--- src/rtl/pipe_ctrl_pkg.sv ---
// pipe_ctrl_pkg: shared stall patterns, exception codes and FSM encodings
// for the pipeline sequencer and its optional perf counters.
package pipe_ctrl_pkg;

  localparam int STALL_W = 6;

  localparam int STB_PC  = 0;
  localparam int STB_IF  = 1;
  localparam int STB_ID  = 2;
  localparam int STB_EX  = 3;
  localparam int STB_MEM = 4;
  localparam int STB_WB  = 5;

  localparam logic [STALL_W-1:0] STALL_NONE = 6'b000000;
  localparam logic [STALL_W-1:0] STALL_ID   = 6'b000111;
  localparam logic [STALL_W-1:0] STALL_EX   = 6'b001111;
  localparam logic [STALL_W-1:0] STALL_MEM  = 6'b011111;
  localparam logic [STALL_W-1:0] STALL_ALL  = 6'b111111;

  localparam logic [3:0] EXC_INT     = 4'd1;
  localparam logic [3:0] EXC_SYSCALL = 4'd2;
  localparam logic [3:0] EXC_INVALID = 4'd3;
  localparam logic [3:0] EXC_TRAP    = 4'd4;
  localparam logic [3:0] EXC_OVF     = 4'd5;
  localparam logic [3:0] EXC_ERET    = 4'd6;

  localparam logic [31:0] EXC_VECTOR_DEF = 32'h0000_0020;

  typedef enum logic [1:0] {
    ST_IDLE    = 2'd0,
    ST_FLUSH   = 2'd1,
    ST_RECOVER = 2'd2
  } state_t;

  function automatic logic exc_type_ok(input logic [3:0] t);
    return (t >= EXC_INT) && (t <= EXC_ERET);
  endfunction

endpackage

--- src/rtl/pipe_ctrl_perf.sv ---
// pipe_ctrl_perf: saturating stall-cycle and flush counters.
// Present only when PIPE_CTRL_PERF_EN is defined.
`ifdef PIPE_CTRL_PERF_EN
module pipe_ctrl_perf (
  input  logic        clk,
  input  logic        rst,
  input  logic        clr,
  input  logic        stall_pc,
  input  logic        flush_pulse,
  output logic [31:0] stall_cycles,
  output logic [15:0] flush_count
);

  // clear has priority over increment; counters stick at all-ones
  always_ff @(posedge clk) begin
    if (rst || clr) begin
      stall_cycles <= '0;
      flush_count  <= '0;
    end else begin
      if (stall_pc && (stall_cycles != '1))
        stall_cycles <= stall_cycles + 32'd1;
      if (flush_pulse && (flush_count != '1))
        flush_count <= flush_count + 16'd1;
    end
  end

endmodule
`endif

--- src/rtl/pipe_ctrl.sv ---
// pipe_ctrl: stall arbitration and exception/ERET flush sequencing.
// Optional perf counters enabled by defining PIPE_CTRL_PERF_EN.
import pipe_ctrl_pkg::*;

module pipe_ctrl #(
  parameter logic [31:0] EXC_VECTOR     = EXC_VECTOR_DEF,
  parameter int          RECOVER_CYCLES = 2
) (
  input  logic         clk,
  input  logic         rst,
  input  logic         stallreq_id,
  input  logic         stallreq_ex,
  input  logic         stallreq_mem,
  input  logic         except_valid,
  input  logic [3:0]   except_type,
  input  logic [31:0]  cp0_epc,
  output logic [5:0]   stall,
  output logic         flush,
  output logic [31:0]  new_pc,
  output logic         busy
`ifdef PIPE_CTRL_PERF_EN
  ,
  input  logic         perf_clr,
  output logic [31:0]  stall_cycles,
  output logic [15:0]  flush_count
`endif
);

  localparam logic [3:0] RC_INIT = 4'(RECOVER_CYCLES - 1);

  state_t     state;
  logic [3:0] rec_cnt;
  logic       exc_take;

  // exceptions are accepted only from IDLE and only for defined codes
  always_comb begin
    exc_take = (state == ST_IDLE) && except_valid &&
               exc_type_ok(except_type);
  end

  // freeze beats any request; otherwise deepest requester wins
  always_comb begin
    stall = STALL_NONE;
    priority case (1'b1)
      rst:                 stall = STALL_NONE;
      state == ST_FLUSH:   stall = STALL_NONE;
      exc_take:            stall = STALL_ALL;
      stallreq_mem:        stall = STALL_MEM;
      stallreq_ex:         stall = STALL_EX;
      stallreq_id:         stall = STALL_ID;
      default:             stall = STALL_NONE;
    endcase
  end

  // IDLE -> FLUSH (1 cycle) -> RECOVER (masked) -> IDLE
  always_ff @(posedge clk) begin
    if (rst) begin
      state   <= ST_IDLE;
      flush   <= 1'b0;
      new_pc  <= 32'h0;
      busy    <= 1'b0;
      rec_cnt <= 4'd0;
    end else begin
      unique case (state)
        ST_IDLE: begin
          if (exc_take) begin
            state  <= ST_FLUSH;
            flush  <= 1'b1;
            busy   <= 1'b1;
            new_pc <= (except_type == EXC_ERET) ?
                      cp0_epc : EXC_VECTOR;
          end
        end
        ST_FLUSH: begin
          state   <= ST_RECOVER;
          flush   <= 1'b0;
          busy    <= 1'b1;
          rec_cnt <= RC_INIT;
        end
        ST_RECOVER: begin
          if (rec_cnt == 4'd0) begin
            state <= ST_IDLE;
            busy  <= 1'b0;
          end else begin
            rec_cnt <= rec_cnt - 4'd1;
          end
        end
        default: begin
          state <= ST_IDLE;
          flush <= 1'b0;
          busy  <= 1'b0;
        end
      endcase
    end
  end

`ifdef PIPE_CTRL_PERF_EN
  pipe_ctrl_perf u_perf (
    .clk          (clk),
    .rst          (rst),
    .clr          (perf_clr),
    .stall_pc     (stall[STB_PC]),
    .flush_pulse  (flush),
    .stall_cycles (stall_cycles),
    .flush_count  (flush_count)
  );
`endif

endmodule

--- config.mk ---
export PLATFORM = sky130hd
export DESIGN_NAME = pipe_ctrl
export DESIGN_NICKNAME = d
export VERILOG_FILES = /design/src/rtl/pipe_ctrl_pkg.sv /design/src/rtl/pipe_ctrl_perf.sv /design/src/rtl/pipe_ctrl.sv
export SDC_FILE = /design/constraint.sdc
export NUM_CORES = 1
export LEC_CHECK = 0
export ABC_AREA = 1
export CAP_MARGIN = 20
export CORE_MARGIN = 2
export CORE_UTILIZATION = 40
export CTS_CLUSTER_DIAMETER = 30
export DETAILED_ROUTE_END_ITERATION = 8
export HOLD_SLACK_MARGIN = 0.15
export PLACE_DENSITY = 0.79
export RECOVER_POWER = 50
export SYNTH_ARGS = -nofsm -noshare
export SYNTH_HDL_FRONTEND = slang
export SYNTH_SLANG_ARGS = --single-unit
--- constraint.sdc ---
create_clock -name clk -period 1.6 [get_ports clk]
set_input_delay 0.32 -clock clk [delete_from_list [all_inputs] [get_ports clk]]
set_output_delay 0.32 -clock clk [all_outputs]
set_load 0.02 [all_outputs]
==> After elaboration in Yosys (flattened, before gate mapping) <==
Index checks and enable logic that the tools add are counted.
Widths: inputs -> output; s select.
{ "totals": {"register_bits": 40, "latch_bits": 0, "mem_bits_rw": 0, "rom_bits": 0, "input_bits": 42, "elab_cells": 41, "mem_count": 0} }
{ "op_classes": {"n_addsub": 1, "multipliers": 0, "n_div": 0, "order_cmp": 2, "n_eq_ne": 6, "n_shift": 0, "mux": 16, "bitwise": 1, "n_reduce_logical": 10} }
{ "op_table": {"columns": ["op", "count"], "rows": [
  ["$mux 32", 1],
  ["$mux 6", 3],
  ["$mux 4", 2],
  ["$pmux 4 s2", 1],
  ["$reduce_and 2->1", 4],
  ["$ne 2x2->1 const B", 3],
  ["$pmux 2 s3", 1],
  ["$mux 5", 1],
  ["$eq 4x3->1 const B", 1],
  ["$ge 4x1->1 const B", 1],
  ["$le 4x3->1 const B", 1],
  ["$logic_not 4->1", 1],
  ["$mux 2", 2],
  ["$sub 4x1->4 const B", 1],
  ["$logic_and 1x1->1", 3],
  ["$mux 3", 1],
  ["$pmux 1 s3", 1],
  ["$eq 2x1->1 const B", 1],
  ["$eq 2x2->1 const B", 1],
  ["$logic_not 2->1", 1],
  ["$mux 1", 2],
  ["$pmux 1 s2", 1],
  ["$reduce_bool 2->1", 1],
  ["$not 1->1", 1]
]} }

==> Depth between registers and ports, before layout <==
{ "logic_depth": {"word_depth": 6, "depth_mapped": 8, "depth_no_buf": 8} }

==> Least setup slack after synthesis <==
Ideal clock, no wire load.
{ "synth_path": {"kind": "register -> output", "startpoint": "register state[1]", "endpoint": "output port stall[1]", "arrival_time_ns": 1.527, "required_time_ns": 1.280, "setup_slack_ns": -0.247, "path_stages_with_launch": 9, "path_buffers": 1, "path_cell_list": "dfxtp_1 inv_2 nand2_1 inv_1 nor2_1 inv_2 a21oi_1 a21o_1 buf_4"} }
{ "synth_between": {"elab_chain_len": 6, "elab_cells_between_ends": 7} }
{ "synth_rtl": {"columns": ["element", "line", "source"], "rows": [
  ["start: declaration", "pipe_ctrl.sv:31", "state_t state;"],
  ["start signal: assignment", "pipe_ctrl.sv:58", "state <= ST_IDLE;"],
  ["start signal: assignment", "pipe_ctrl.sv:67", "state <= ST_FLUSH;"],
  ["start signal: assignment", "pipe_ctrl.sv:75", "state <= ST_RECOVER;"],
  ["$logic_not 2->1", "pipe_ctrl.sv:37", "exc_take = (state == ST_IDLE) && except_valid &&"],
  ["$logic_and 1x1->1 (2 in series)", "pipe_ctrl.sv:37", null],
  ["$mux 6", "pipe_ctrl.sv:44", "priority case (1'b1)"],
  ["$mux 6 * (2 in series)", "pipe_ctrl.sv:44", null],
  ["end: declaration", "pipe_ctrl.sv:17", "output logic [5:0] stall,"]
]} }
Every way passes the cells marked *; elsewhere a longest branch is shown, timed or not.

==> Final worst setup path <==
{ "layout_path": {"startpoint": "register state[0]", "endpoint": "output port stall[0]"} }
The elaborated chain is that of the path after synthesis.

==> impl_metrics.tcl <==
set metrics [dict create \
    powerDensity_nw_per_um2 774 \
    numPlacedInstances 342 \
    irDropWorstVdd_mv 0.490 \
    synthesis.nets 254 \
    fin_crit_sh_pct 106 \
    hold_class "reg2reg" \
    highest_layer "met4" \
    ys_ff_latch 40 \
    place_ws_ps -719 \
    crit_slowest_cell "dfxtp_2" \
    fillCellCount 348 \
    internal-power_mw 1.65 \
    initial_core_util_pct 41.8 \
    finalNetCount 344 \
    grt_overflow 0 \
    ios 82 \
    final_cells 352 \
    drtPass1Iterations 4 \
    switchingPower_uw 506 \
    start_kind "register" \
    io_buffers 81 \
    wl_met1_um 1710 \
    hold_viol 0 \
    syn_to_final_growth_pct 65.7 \
    finalPower_mw 2.16 \
    cts_buffers 5 \
    wl_per_cell_um 12.0 \
    synth_top_area_cell "dfxtp_1" \
    final.setup.worst_slack_ps -88.6 \
    grt_pass1_wl_um 6520 \
    postSynthCellCount 211 \
    vias 1662 \
    drcViolationCount 0 \
    route.met2.wl_um 2150 \
    clockPowerShare_pct 37.0 \
    synth_top_area_share_pct 47.5 \
    cts.reportedPaths.clkPinSlew_ps 80 \
    register_area_um2 802 \
    grt_usage_pct 18.7 \
    setup-violations-final 5 \
    power.leakage_nw 1.31 \
    insertion_delay_ps 290 \
    tightestPinTransition_ps 440 \
    final_cell_mix "clkdlybuf4s50_1, nand2_1, dfxtp_1" \
    ant_nets 0 \
    cts.sinks 40 \
    ys_warn_count 0 \
    die_height_um 68.9 \
    seq_area_frac_synth_pct 47.5 \
    pwr-share-comb_pct 15.8 \
    path_cells "inv_2 -> nand2_4 -> nor2_4 -> nand3_4 -> a21oi_4 -> a21o_4 -> buf_6" \
    cap_violations 0 \
    avgSynthCellArea_um2 7.98 \
    synth_area_leaders "dfxtp_1, nand3_1, nand2_1" \
    fin_worst_skew_ps 3.71 \
    synth_area_um2 1680 \
    antenna_found_initial 0 \
    swShare_pct 23.4 \
    htreeDepth 2 \
    status "complete, but fails checks" \
    worstPathArrival_ps 1370 \
    grt_pass1_vias 1553 \
    grt_setup_unrepaired "true" \
    crit_family "flip-flops" \
    clockRootBuffer "clkbuf_8" \
    path_buf_inv 2 \
    cp_data_required_time_ps 1280 \
    slew_headroom_pct 70.7 \
    ctsHoldBuffers 0 \
    timing.critical_path.slowest_cell_delay_ps 340 \
    hpwl_um 3030 \
    die-area_um2 4750 \
    crit_type "reg2out" \
    num_rows 23 \
    coreArea_um2 4030 \
    routed_wl_um 4240 \
    antenna_cells 0 \
    wl_met3_um 335 \
    power_frac_seq_pct 47.2 \
    slew_violations 0 \
    multiInputGateArea_um2 762 \
    drt_iter0_markers 40 \
    worstPathMaxFanout 4 \
    grt_max_degree 34 \
    final_common_cell "clkdlybuf4s50_1" \
    violations "setup timing" \
    routed_via_density 4.72 \
    drive_gt1_share_pct 22.2 \
    critPathCaptureType "output port" \
    postLayoutCoreUtil_pct 69.3 \
    gp_congestion 0.711 \
    die_x_um 68.9 \
    synth.lib_cells_used.distinct 24 \
    fin_crit_ps 1690 \
    clockBufferDepth 2 \
    cts_tree "built" \
    max_freq_ghz 0.592 \
    tns_ps -358 \
]
==> final timing paths <==
check	startpoint	endpoint	slack, ps	cells after the start
worst max-delay path	state[0]	stall[0]	-90	7
worst min-delay path	busy	busy	460	2
worst min register to register	busy	busy	460	2
worst max register to register	state[0]	new_pc[14]	230	8
==> sequential cells by signal, summed over array words and instances (netlist names) <==
signal / count
busy: 1
flush: 1
new_pc: 32
rec_cnt: 4
state: 2
==> metal layers <==
layer  global-route usage [%]  vias to the layer above
met5                        0                        -
li1                         -                      870
met1                     18.7                      738
met3                     7.31                        5
met4                     5.88                        0
met2                     35.2                       49
==> stage by stage <==
step                area [µm²]  hold slack, ps
finish                    2790             462
global route              2790             491
detailed placement        2620             453
CTS                       2730             467
floorplan                 1700             389
global placement          2620             446
==> repair_timing <==
action | in CTS | in global routing
buffers inserted | 1 | 1
resized for setup | 42 | 20
endpoints found under the setup margin | 6 | 20
pin swaps | 4 | 4
==> tightest hold or removal path, delay by kind of cell (launching register included) <==
kind	cells	cell delay, ps
AO/OA/AOI/OAI	1	50
flip-flops	1	320
AND/OR/NAND/NOR	1	60
==> synth_stat cells <==
master and count:
nand2_1 44, dfxtp_1 40, nand3_1 36, o21ai_1 16, o21ai_2 16, inv_1 11
inv_2 8, nor2_1 8, a21oi_1 7, clkbuf_1 4, buf_2 3, buf_6 3
buf_1 2, buf_4 2, nand4_1 2, a21o_1 1, ha_1 1, nand2_2 1
nand2_4 1, nand3_4 1, nor2_4 1, nor3_1 1, o21ai_0 1, o22ai_1 1
==> cells by family (layout without fill, tap and decap cells) <==
group,count (synthesis),count (layout),synth area share [%]
AO/OA/AOI/OAI,42,42,16.3
adder cells (fa/ha/maj),1,1,0.743
buffers and inverters,33,124,9.36
flip-flops,40,40,47.5
AND/OR/NAND/NOR,95,95,26.1
==> cell type report <==
cell class	instances	area share (%)
Timing Repair Buffer	97	35.2
Tap cell	50	2.24
Clock buffer	6	2.60
Clock inverter	2	1.26
Multi-Input combinational cell	138	27.3
Inverter	19	2.65
Sequential cell	40	28.7
==> power by group through the flow <==
stage | logic, mW | registers (mW) | clock network [mW]
after floorplan | 0.140 | 1.05 | 0
after global placement | 0.334 | 1.04 | 0
after detailed placement | 0.337 | 1.04 | 0
after CTS | 0.338 | 1.02 | 0.826
after global routing | 0.369 | 1.02 | 0.867
final | 0.340 | 1.02 | 0.799
Power figures use the tool's default switching activity.
